[config.mk]
export PLATFORM = sky130hd
export DESIGN_NAME = serial_subtractor
export DESIGN_NICKNAME = d
export VERILOG_FILES = /design/src/rtl/serial_sub_pkg.sv /design/src/rtl/serial_subtractor_fullsubtractor.sv /design/src/rtl/serial_subtractor.sv
export SDC_FILE = /design/constraint.sdc
export NUM_CORES = 1
export LEC_CHECK = 0
export ABC_AREA = 1
export BUFFER_PORTS_ARGS = -buffer_cell sky130_fd_sc_hd__buf_2
export CAP_MARGIN = 15
export CORE_MARGIN = 5
export CORE_UTILIZATION = 45
export DETAILED_ROUTE_END_ITERATION = 7
export PLACE_DENSITY_LB_ADDON = 0.15
export SYNTH_ARGS = -nofsm -noshare
export SYNTH_HDL_FRONTEND = slang
export SYNTH_HIERARCHICAL = 1
export SYNTH_SLANG_ARGS = --single-unit
[constraint.sdc]
create_clock -name clk -period 2.8 [get_ports clk]
set_input_delay 0.56 -clock clk [delete_from_list [all_inputs] [get_ports clk]]
set_output_delay 0.56 -clock clk [all_outputs]
set_load 0.005 [all_outputs]
[src/rtl/serial_sub_pkg.sv]
// serial_sub_pkg: shared FSM state encoding and default operand width for serial_subtractor.
//   DEFAULT_WIDTH : default WIDTH parameter of serial_subtractor
//   state_t       : ST_IDLE / ST_SHIFT / ST_DONE
package serial_sub_pkg;

    localparam int DEFAULT_WIDTH = 8;

    typedef enum logic [1:0] {
        ST_IDLE  = 2'd0,
        ST_SHIFT = 2'd1,
        ST_DONE  = 2'd2
    } state_t;

endpackage

[src/rtl/serial_subtractor_fullsubtractor.sv]
// fullsubtractor: single-bit combinational subtract cell, d = a - b - b_in.
//   a, b  : operand bits
//   b_in  : incoming borrow
//   d     : difference bit
//   b_out : outgoing borrow
module fullsubtractor (
    input  logic a,
    input  logic b,
    input  logic b_in,
    output logic d,
    output logic b_out
);

    assign d     = a ^ b ^ b_in;
    assign b_out = (~a & b) | (~(a ^ b) & b_in);

endmodule

[src/rtl/serial_subtractor.sv]
// serial_subtractor: bit-serial a - b, LSB first, one bit per clock behind a start/busy/done handshake.
//   clk, rst   : clock, synchronous active-high reset
//   start      : request; a and b are sampled when it is accepted (IDLE or DONE)
//   a, b       : minuend, subtrahend
//   busy       : high while bits are being shifted
//   done       : one-cycle pulse when diff/borrow_out become valid
//   diff       : a - b modulo 2^WIDTH, held until the next result
//   borrow_out : final borrow (a < b unsigned)
//   ovf        : signed overflow, only when SERIAL_SUB_OVF_EN is defined
module serial_subtractor
    import serial_sub_pkg::*;
#(
    parameter int WIDTH = DEFAULT_WIDTH
) (
    input  logic             clk,
    input  logic             rst,
    input  logic             start,
    input  logic [WIDTH-1:0] a,
    input  logic [WIDTH-1:0] b,
    output logic             busy,
    output logic             done,
    output logic [WIDTH-1:0] diff,
    output logic             borrow_out
`ifdef SERIAL_SUB_OVF_EN
    ,
    output logic             ovf
`endif
);

    localparam int CW = $clog2(WIDTH);

    state_t           state, state_nx;
    logic [WIDTH-1:0] a_sr, b_sr, res_nx;
    logic [WIDTH-2:0] r_sr;
    logic [CW-1:0]    cnt;
    logic             borrow, d, bo, last, accept;

    fullsubtractor u_fs (
        .a    (a_sr[0]),
        .b    (b_sr[0]),
        .b_in (borrow),
        .d    (d),
        .b_out(bo)
    );

    // Partial result with the current bit entered at the MSB; after the
    // final bit this is the complete difference.
    assign res_nx = {d, r_sr};
    assign last   = cnt == CW'(WIDTH - 1);

    always_comb begin
        accept   = start && (state != ST_SHIFT);
        busy     = state == ST_SHIFT;
        done     = state == ST_DONE;
        state_nx = accept ? ST_SHIFT : (state == ST_SHIFT) ? (last ? ST_DONE : ST_SHIFT) : ST_IDLE;
    end

    always_ff @(posedge clk) begin
        if (rst) state <= ST_IDLE;
        else     state <= state_nx;
    end

`ifdef SERIAL_SUB_OVF_EN
    logic a_msb, b_msb;

    always_ff @(posedge clk) begin
        if (rst) begin
            a_msb <= 1'b0;
            b_msb <= 1'b0;
            ovf   <= 1'b0;
        end else if (accept) begin
            a_msb <= a[WIDTH-1];
            b_msb <= b[WIDTH-1];
        end else if (state == ST_SHIFT && last) begin
            // d is the result MSB on the final shift
            ovf <= (a_msb ^ b_msb) & (a_msb ^ d);
        end
    end
`endif

    always_ff @(posedge clk) begin
        if (rst) begin
            a_sr       <= '0;
            b_sr       <= '0;
            r_sr       <= '0;
            cnt        <= '0;
            borrow     <= 1'b0;
            diff       <= '0;
            borrow_out <= 1'b0;
        end else if (accept) begin
            a_sr   <= a;
            b_sr   <= b;
            r_sr   <= '0;
            cnt    <= '0;
            borrow <= 1'b0;
        end else if (state == ST_SHIFT) begin
            a_sr   <= a_sr >> 1;
            b_sr   <= b_sr >> 1;
            r_sr   <= res_nx[WIDTH-1:1];
            borrow <= bo;
            cnt    <= cnt + CW'(1);
            if (last) begin
                diff       <= res_nx;
                borrow_out <= bo;
            end
        end
    end

endmodule

**Word-level counts from Yosys, hierarchy flattened**

Index checks and enable logic that the tools add are counted.

- Bits in registers: 38
- Input bits: 19
- Output and inout bits: 11
- Word-level logic and storage cells: 35

- $add $sub $neg: 1
- Equality and inequality tests: 4
- Multiplexer cells: 7
- Bitwise gates (word level): 9
- Reductions and logical operators: 5

Operator list:

| operator | count |
|---|---|
| $mux 8 | 4 |
| $not 1->1 | 4 |
| $add 3x1->3 const B | 1 |
| $eq 3x3->1 const B | 1 |
| $reduce_and 3->1 | 1 |
| $reduce_or 3->1 | 1 |
| $and 1x1->1 | 2 |
| $eq 2x1->1 const B | 1 |
| $eq 2x2->1 const B | 1 |
| $mux 1 | 2 |
| $mux 2 | 1 |
| $ne 2x1->1 const B | 1 |
| $reduce_bool 2->1 | 1 |
| $reduce_or 2->1 | 1 |
| $xor 1x1->1 | 2 |
| $logic_and 1x1->1 | 1 |
| $or 1x1->1 | 1 |

**Logic depth before layout (Yosys ltp)**

Gate-level depths: netlist of the first run.

- Word-level depth: 4
- Depth in mapped cells: 8
- Depth with buffers taken out: 8

**Cells and area by module**

Netlist of the first run, hierarchy kept.

By module, submodules not included:

| module | times used | cells each | area an instance (um^2) | sequential area each (um^2) |
|---|---|---|---|---|
| serial_subtractor | 1 | 219 | 1609.0 | 760.7 |
| fullsubtractor | 1 | 4 | 31.3 | 0.0 |

**Least setup slack after synthesis of the first run**

OpenSTA, ideal clock, no wires.

- Path type: input port to flip-flop
- Start point: in start
- End point: reg cnt[0]
- Library setup time: 117 ps
- Data arrival time: 1185 ps
- Required time: 2683 ps
- Slack: 1497 ps
- Stages: 5
- Path buffers: 2
- Path through: buf_2 > inv_2 > o21ai_1 > buf_2 > nor2_1

- Longest elaborated chain between the ends: 2

RTL lines:

| item | RTL line | source |
|---|---|---|
| start: declaration | serial_subtractor.sv:17 | `input logic start,` |
| $logic_and 1x1->1 | serial_subtractor.sv:52 | `accept = start && (state != ST_SHIFT);` |
| $reduce_or 2->1 (no source line) | -- |  |
| end signal: assignment | serial_subtractor.sv:101 | `cnt <= cnt + CW'(1);` |
| end: declaration | serial_subtractor.sv:35 | `logic [CW-1:0] cnt;` |

No other way between the ends.
A chain may end at the register's enable or synchronous reset.

**Worst setup path in the final report of the first run**

- Start point: reg state[0]
- End point: out busy

- Longest elaborated chain between the ends: 1

RTL lines:

| item | RTL line | source |
|---|---|---|
| start: declaration | serial_subtractor.sv:32 | `state_t state, state_nx;` |
| start signal: assignment | serial_subtractor.sv:60 | `else state <= state_nx;` |
| $eq 2x1->1 | serial_subtractor.sv:53 | `busy = state == ST_SHIFT;` |
| end: declaration | serial_subtractor.sv:20 | `output logic busy,` |

No other way between the ends.

==> flow_summary.json, run 1 <==
{
  "design.core.area_um2": 3610,
  "cts_max_path_buffers": 2,
  "cp.arrival_ns": 1.26,
  "cts_tree": "built",
  "fin_nets": 272,
  "hold_path_class": "primary input to flip-flop",
  "cts_buffers": 5,
  "gr-total-overflow": 0,
  "grt_max_degree": 43,
  "wl_per_cell_um": 10.6,
  "p_leak_nw": 0.959,
  "status": "finished, final reports clean",
  "post-route-period-util_pct": 65.0,
  "dr.pass1.iters": 4,
  "seq_area_frac_synth_pct": 46.4,
  "synth_fp_nets": 246,
  "drt_iter0_drc": 72,
  "die_h_um": 70.4,
  "grt_pass1_wl_um": 5690,
  "layout_min_cycle_time_ns": 1.82,
  "holdWs_ns": 0.449,
  "drc": 0,
  "antenna_found_initial": 0,
  "hold_viol_final": 0,
  "h-tree-depth": 2,
  "cts_setup_buffers": 0,
  "dp.cells": 290,
  "final_cells": 298,
  "vias": 1419,
  "die_area_um2": 4950,
  "start_util_pct": 45.5,
  "clkSinkCount": 38,
  "diodes": 0,
  "required_ns": 2.24,
  "setup_viol": 0,
  "cts_resized": 0,
  "critPathCaptureType": "output pin",
  "synth_seq_cells": 38,
  "path_class": "flip-flop to output pin",
  "postSynthCellCount": 223,
  "hold_buffers": 0,
  "root_buffer": "clkbuf_8",
  "rsz0062_at_grt": "no",
  "irDropWorstVdd_uv": 279,
  "synth_warnings": 6,
  "die_x_um": 70.4,
  "antenna_left": 0,
  "tightest_slew_ns": 0.708,
  "synthesis.area_um2": 1640,
  "rows": 22,
  "wl_um": 3170,
  "io_pins": 30,
  "clkTransAtPathRegs_ns": 0.08,
  "power.density_cell_area_nw_per_um2": 593,
  "relSlewSlack_pct": 52.7,
  "io_buffers": 29,
  "cp_max_fo": 19,
  "viasPerCell": 4.76,
  "grt_pass1_vias": 1354,
  "pre_cts_slack_ns": 1.21,
  "startpoint_type": "flip-flop",
  "synth.distinct_cells": 20,
  "syn_to_final_growth_pct": 15.1,
  "finalWorstSetupSlack_ns": 0.981,
  "place_congestion": 0.750,
  "power_mw": 1.12,
  "clock.fmax_ghz": 0.550,
  "grtUsageTotal_pct": 13.7,
  "insertion_delay_ns": 0.29,
  "maxCapViolCount": 0,
  "fin_tns_setup_ns": 0,
  "drive_above_1_share_pct": 19.2,
  "syn_avg_cell_area_um2": 7.36,
  "fin_skew_ns": 0.00470,
  "maxSlewViolCount": 0,
  "dp_hpwl_um": 2200
}
==> placed cells by master, fill, tap and decap left out, drive strengths merged <==
master   n
nand2   68
nand3   52
dfxtp   38
buf     32
inv     24
a21oi   13
nor2     7
clkbuf   5
ha       3
o21ai    3
clkinv   2
xor2     1
bufinv   1
fa       1
==> kinds of logic after synthesis <==
kind of cell	count (synthesis)	share of synthesized area, %
flops	38	46.4
simple gates	127	33.8
compound gates	16	4.88
buf+inv	37	10.9
xor+xnor	1	0.534
fa+ha+maj	4	3.51
==> final cells by class <==
class,instances,area (um2)
clock buffers,5,68.8
well taps,48,60.1
fillers,368,1720
multi-input cells,148,701
flip-flops and latches,38,761
clock inverters,3,40.0
inverters,24,90.1
repair buffers,32,168
==> report_power, final <==
group          internal, mW  switching, mW  total (mW)
sequential            0.557        0.00945       0.566
combinational        0.0360         0.0608      0.0968
clock                 0.262          0.195       0.457
==> Yosys cell counts <==
cell      instances  area share (%)
fa_1              1             1.2
buf_6             3             2.1
nand3_1          52              16
o21ai_1           2            0.61
dfxtp_1          38              46
nor2_4            1            0.69
o21ai_0           1            0.30
nor2_1            5             1.1
buf_4             3             1.4
buf_1             1            0.23
inv_1            19             4.3
ha_1              3             2.3
nand2_1          67              15
nand2_2           1            0.38
a21oi_1          13             4.0
clkbuf_1          1            0.23
inv_2             5             1.1
nor2_2            1            0.38
xor2_1            1            0.53
buf_2             5             1.5
==> state kept, by name, summed over array words and instances, names as in the netlist <==
signal	flops
a_sr	8
b_sr	8
diff	8
r_sr	7
cnt	3
state	2
borrow	1
borrow_out	1
==> through the flow <==
stage | utilization [%] | instance area [um2]
3_3_place_gp | 49.3 | 1780
2_1_floorplan | - | 1640
4_1_cts | 52.4 | 1890
3_5_place_dp | 49.3 | 1780
6_report | 52.4 | 1890
5_1_grt | 52.4 | 1890
==> worst max-delay path, stage by stage, from the launching register on <==
cell and delay, ns:
dfxtp_1 0.38, inv_2 0.06, nor2_4 0.33, buf_2 0.20
==> path summary, 6_finish.rpt <==
path / from / slack, ns / cells past startpoint / end
max: state[0]$_SDFF_PP0_ / 0.98 / 3 / busy
min reg2reg: b_sr[7]$_SDFFE_PP0P_ / 0.46 / 2 / b_sr[7]$_SDFFE_PP0P_
max reg2reg: state[0]$_SDFF_PP0_ / 1.28 / 6 / diff[5]$_SDFFE_PP0P_
min: rst / 0.45 / 2 / b_sr[7]$_SDFFE_PP0P_
==> metal layers <==
| layer | wire [um] | up-vias | GRT usage, % | part of all wire, % |
|---|---|---|---|---|
| met2 | 1350 | 20 | 20.9 | 43 |
| met1 | 1620 | 636 | 18.2 | 51 |
| met3 | 151 | 5 | 4.17 | 4.8 |
| met4 | 50 | 0 | 5.11 | 1.6 |
| met5 | 0 | - | 0 | 0 |
| li1 | - | 758 | - | - |
Power figures use the tool's default switching activity.
==> run 2, diff against run 1 <==
==> constraint.sdc (replaced) <==
create_clock -name clk -period 1.8 [get_ports clk]
set_input_delay 0.36 -clock clk [delete_from_list [all_inputs] [get_ports clk]]
set_output_delay 0.36 -clock clk [all_outputs]
set_load 0.005 [all_outputs]
==> run 2 against run 1 <==
- clock power rose by 55%
- global-route usage is 1.1 points higher
- critical path depth did not move
- count of clock-buffer cells in the layout unchanged
- die area stayed put
- total power is 56% higher
- critical endpoint unchanged
- flip-flop and latch count stayed put
==> flow_summary.json, run 2 (synthesis gave the netlist of run 1 again) <==
{
  "status": "finished, final reports clean",
  "drive_above_1_share_pct": 20.2,
  "root_buffer": "clkbuf_8",
  "clock.fmax_ghz": 0.612,
  "maxSlewViolCount": 0,
  "grt_pass1_wl_um": 5780,
  "fin_nets": 275,
  "drc": 0,
  "die_h_um": 70.4,
  "path_class": "flip-flop to output pin",
  "hold_buffers": 0,
  "diodes": 0,
  "drt_iter0_drc": 91,
  "dr.pass1.iters": 4,
  "wl_per_cell_um": 11.0,
  "fillerInstances": 378,
  "reg_top3": "a_sr (8), b_sr (8), diff (8)",
  "startpoint_type": "flip-flop",
  "grt_pass1_vias": 1284,
  "antenna_found_initial": 0,
  "io_pins": 30,
  "layout_min_cycle_time_ns": 1.63,
  "cts_tree": "built",
  "cts_setup_buffers": 0,
  "power.density_cell_area_nw_per_um2": 911,
  "grt_max_degree": 32,
  "vias": 1416,
  "wl_um": 3320,
  "start_util_pct": 45.5,
  "io_buffers": 29,
  "hold_path_class": "primary input to flip-flop",
  "setup_viol": 0,
  "grtUsageTotal_pct": 14.8,
  "rows": 22,
  "gr-total-overflow": 0,
  "required_ns": 1.44,
  "cp.arrival_ns": 1.27,
  "relSlewSlack_pct": 45.9,
  "maxCapViolCount": 0,
  "tightest_slew_ns": 0.806,
  "p_leak_nw": 0.978,
  "cp_max_fo": 19,
  "irDropWorstVdd_uv": 524,
  "rsz0062_at_grt": "no",
  "insertion_delay_ns": 0.29,
  "antenna_left": 0,
  "cts_resized": 0,
  "clkSinkCount": 38,
  "hold_viol_final": 0,
  "die_x_um": 70.4,
  "critPathCaptureType": "output pin",
  "viasPerCell": 4.70,
  "fin_tns_setup_ns": 0,
  "cts_max_path_buffers": 2,
  "clkTransAtPathRegs_ns": 0.07,
  "finalWorstSetupSlack_ns": 0.166,
  "design.core.area_um2": 3610,
  "h-tree-depth": 2,
  "final_cell_mix": "nand2_1, nand3_1, dfxtp_1, buf_2, inv_1",
  "place_congestion": 0.734,
  "syn_to_final_growth_pct": 17.2,
  "fin_skew_ns": 0.00709,
  "pre_cts_slack_ns": 0.369,
  "post-route-period-util_pct": 90.8,
  "final_common_cell": "nand2_1",
  "die_area_um2": 4950,
  "cts_buffers": 5,
  "dp_hpwl_um": 2230
}
## run 2: power by group
group	total, mW	switching (mW)	internal (mW)
Combinational	0.164	0.0996	0.0645
Clock	0.707	0.300	0.408
Sequential	0.881	0.0143	0.866
Total	1.75	0.414	1.34
## run 2: final timing paths
check                            start                    to  slack (ns)  cells after the start
hold / removal                     rst  b_sr[7]$_SDFFE_PP0P_        0.27                      2
setup / recovery   state[0]$_SDFF_PP0_                  busy        0.17                      3
hold reg to reg   b_sr[7]$_SDFFE_PP0P_  b_sr[7]$_SDFFE_PP0P_        0.46                      2
setup reg to reg   state[0]$_SDFF_PP0_  r_sr[0]$_SDFFE_PP0N_        0.39                      4
## run 2: stage by stage
| step | std cells | util [%] | area, um2 | hold slack [ns] | total power [mW] |
|---|---|---|---|---|---|
| final | 301 | 53.3 | 1920 | 0.271 | 1.75 |
| after global placement | 293 | 50.3 | 1810 | 0.450 | 1.06 |
| after detailed placement | 293 | 50.3 | 1810 | 0.452 | 1.06 |
| after CTS | 301 | 53.3 | 1920 | 0.252 | 1.78 |
| after floorplan | 223 | - | 1640 | 0.429 | 1.02 |
| after global routing | 301 | 53.3 | 1920 | 0.247 | 1.84 |
## run 2: worst max-delay path: stages, from the launching register on
cell     delay [ns]
dfxtp_1        0.38
inv_2          0.06
nor2_4         0.34
buf_2          0.21
## run 2: layout make-up
class	count	area (um2)	area share (%)
Clock buffer	5	68.8	3.58
Clock inverter	3	40.0	2.08
Inverter	24	90.1	4.68
Multi-Input combinational cell	148	701	36.4
Sequential cell	38	761	39.6
Tap cell	48	60.1	3.12
Timing Repair Buffer	35	203	10.5
## run 2: routing by layer
layer	wire [um]	vias to the layer above	share of wire, %	global-route usage [%]
li1	-	763	-	-
met1	1640	628	49	18.5
met2	1460	20	44	22.1
met3	160	5	4.8	6.33
met4	57	0	1.7	6.38
met5	0	-	0	0
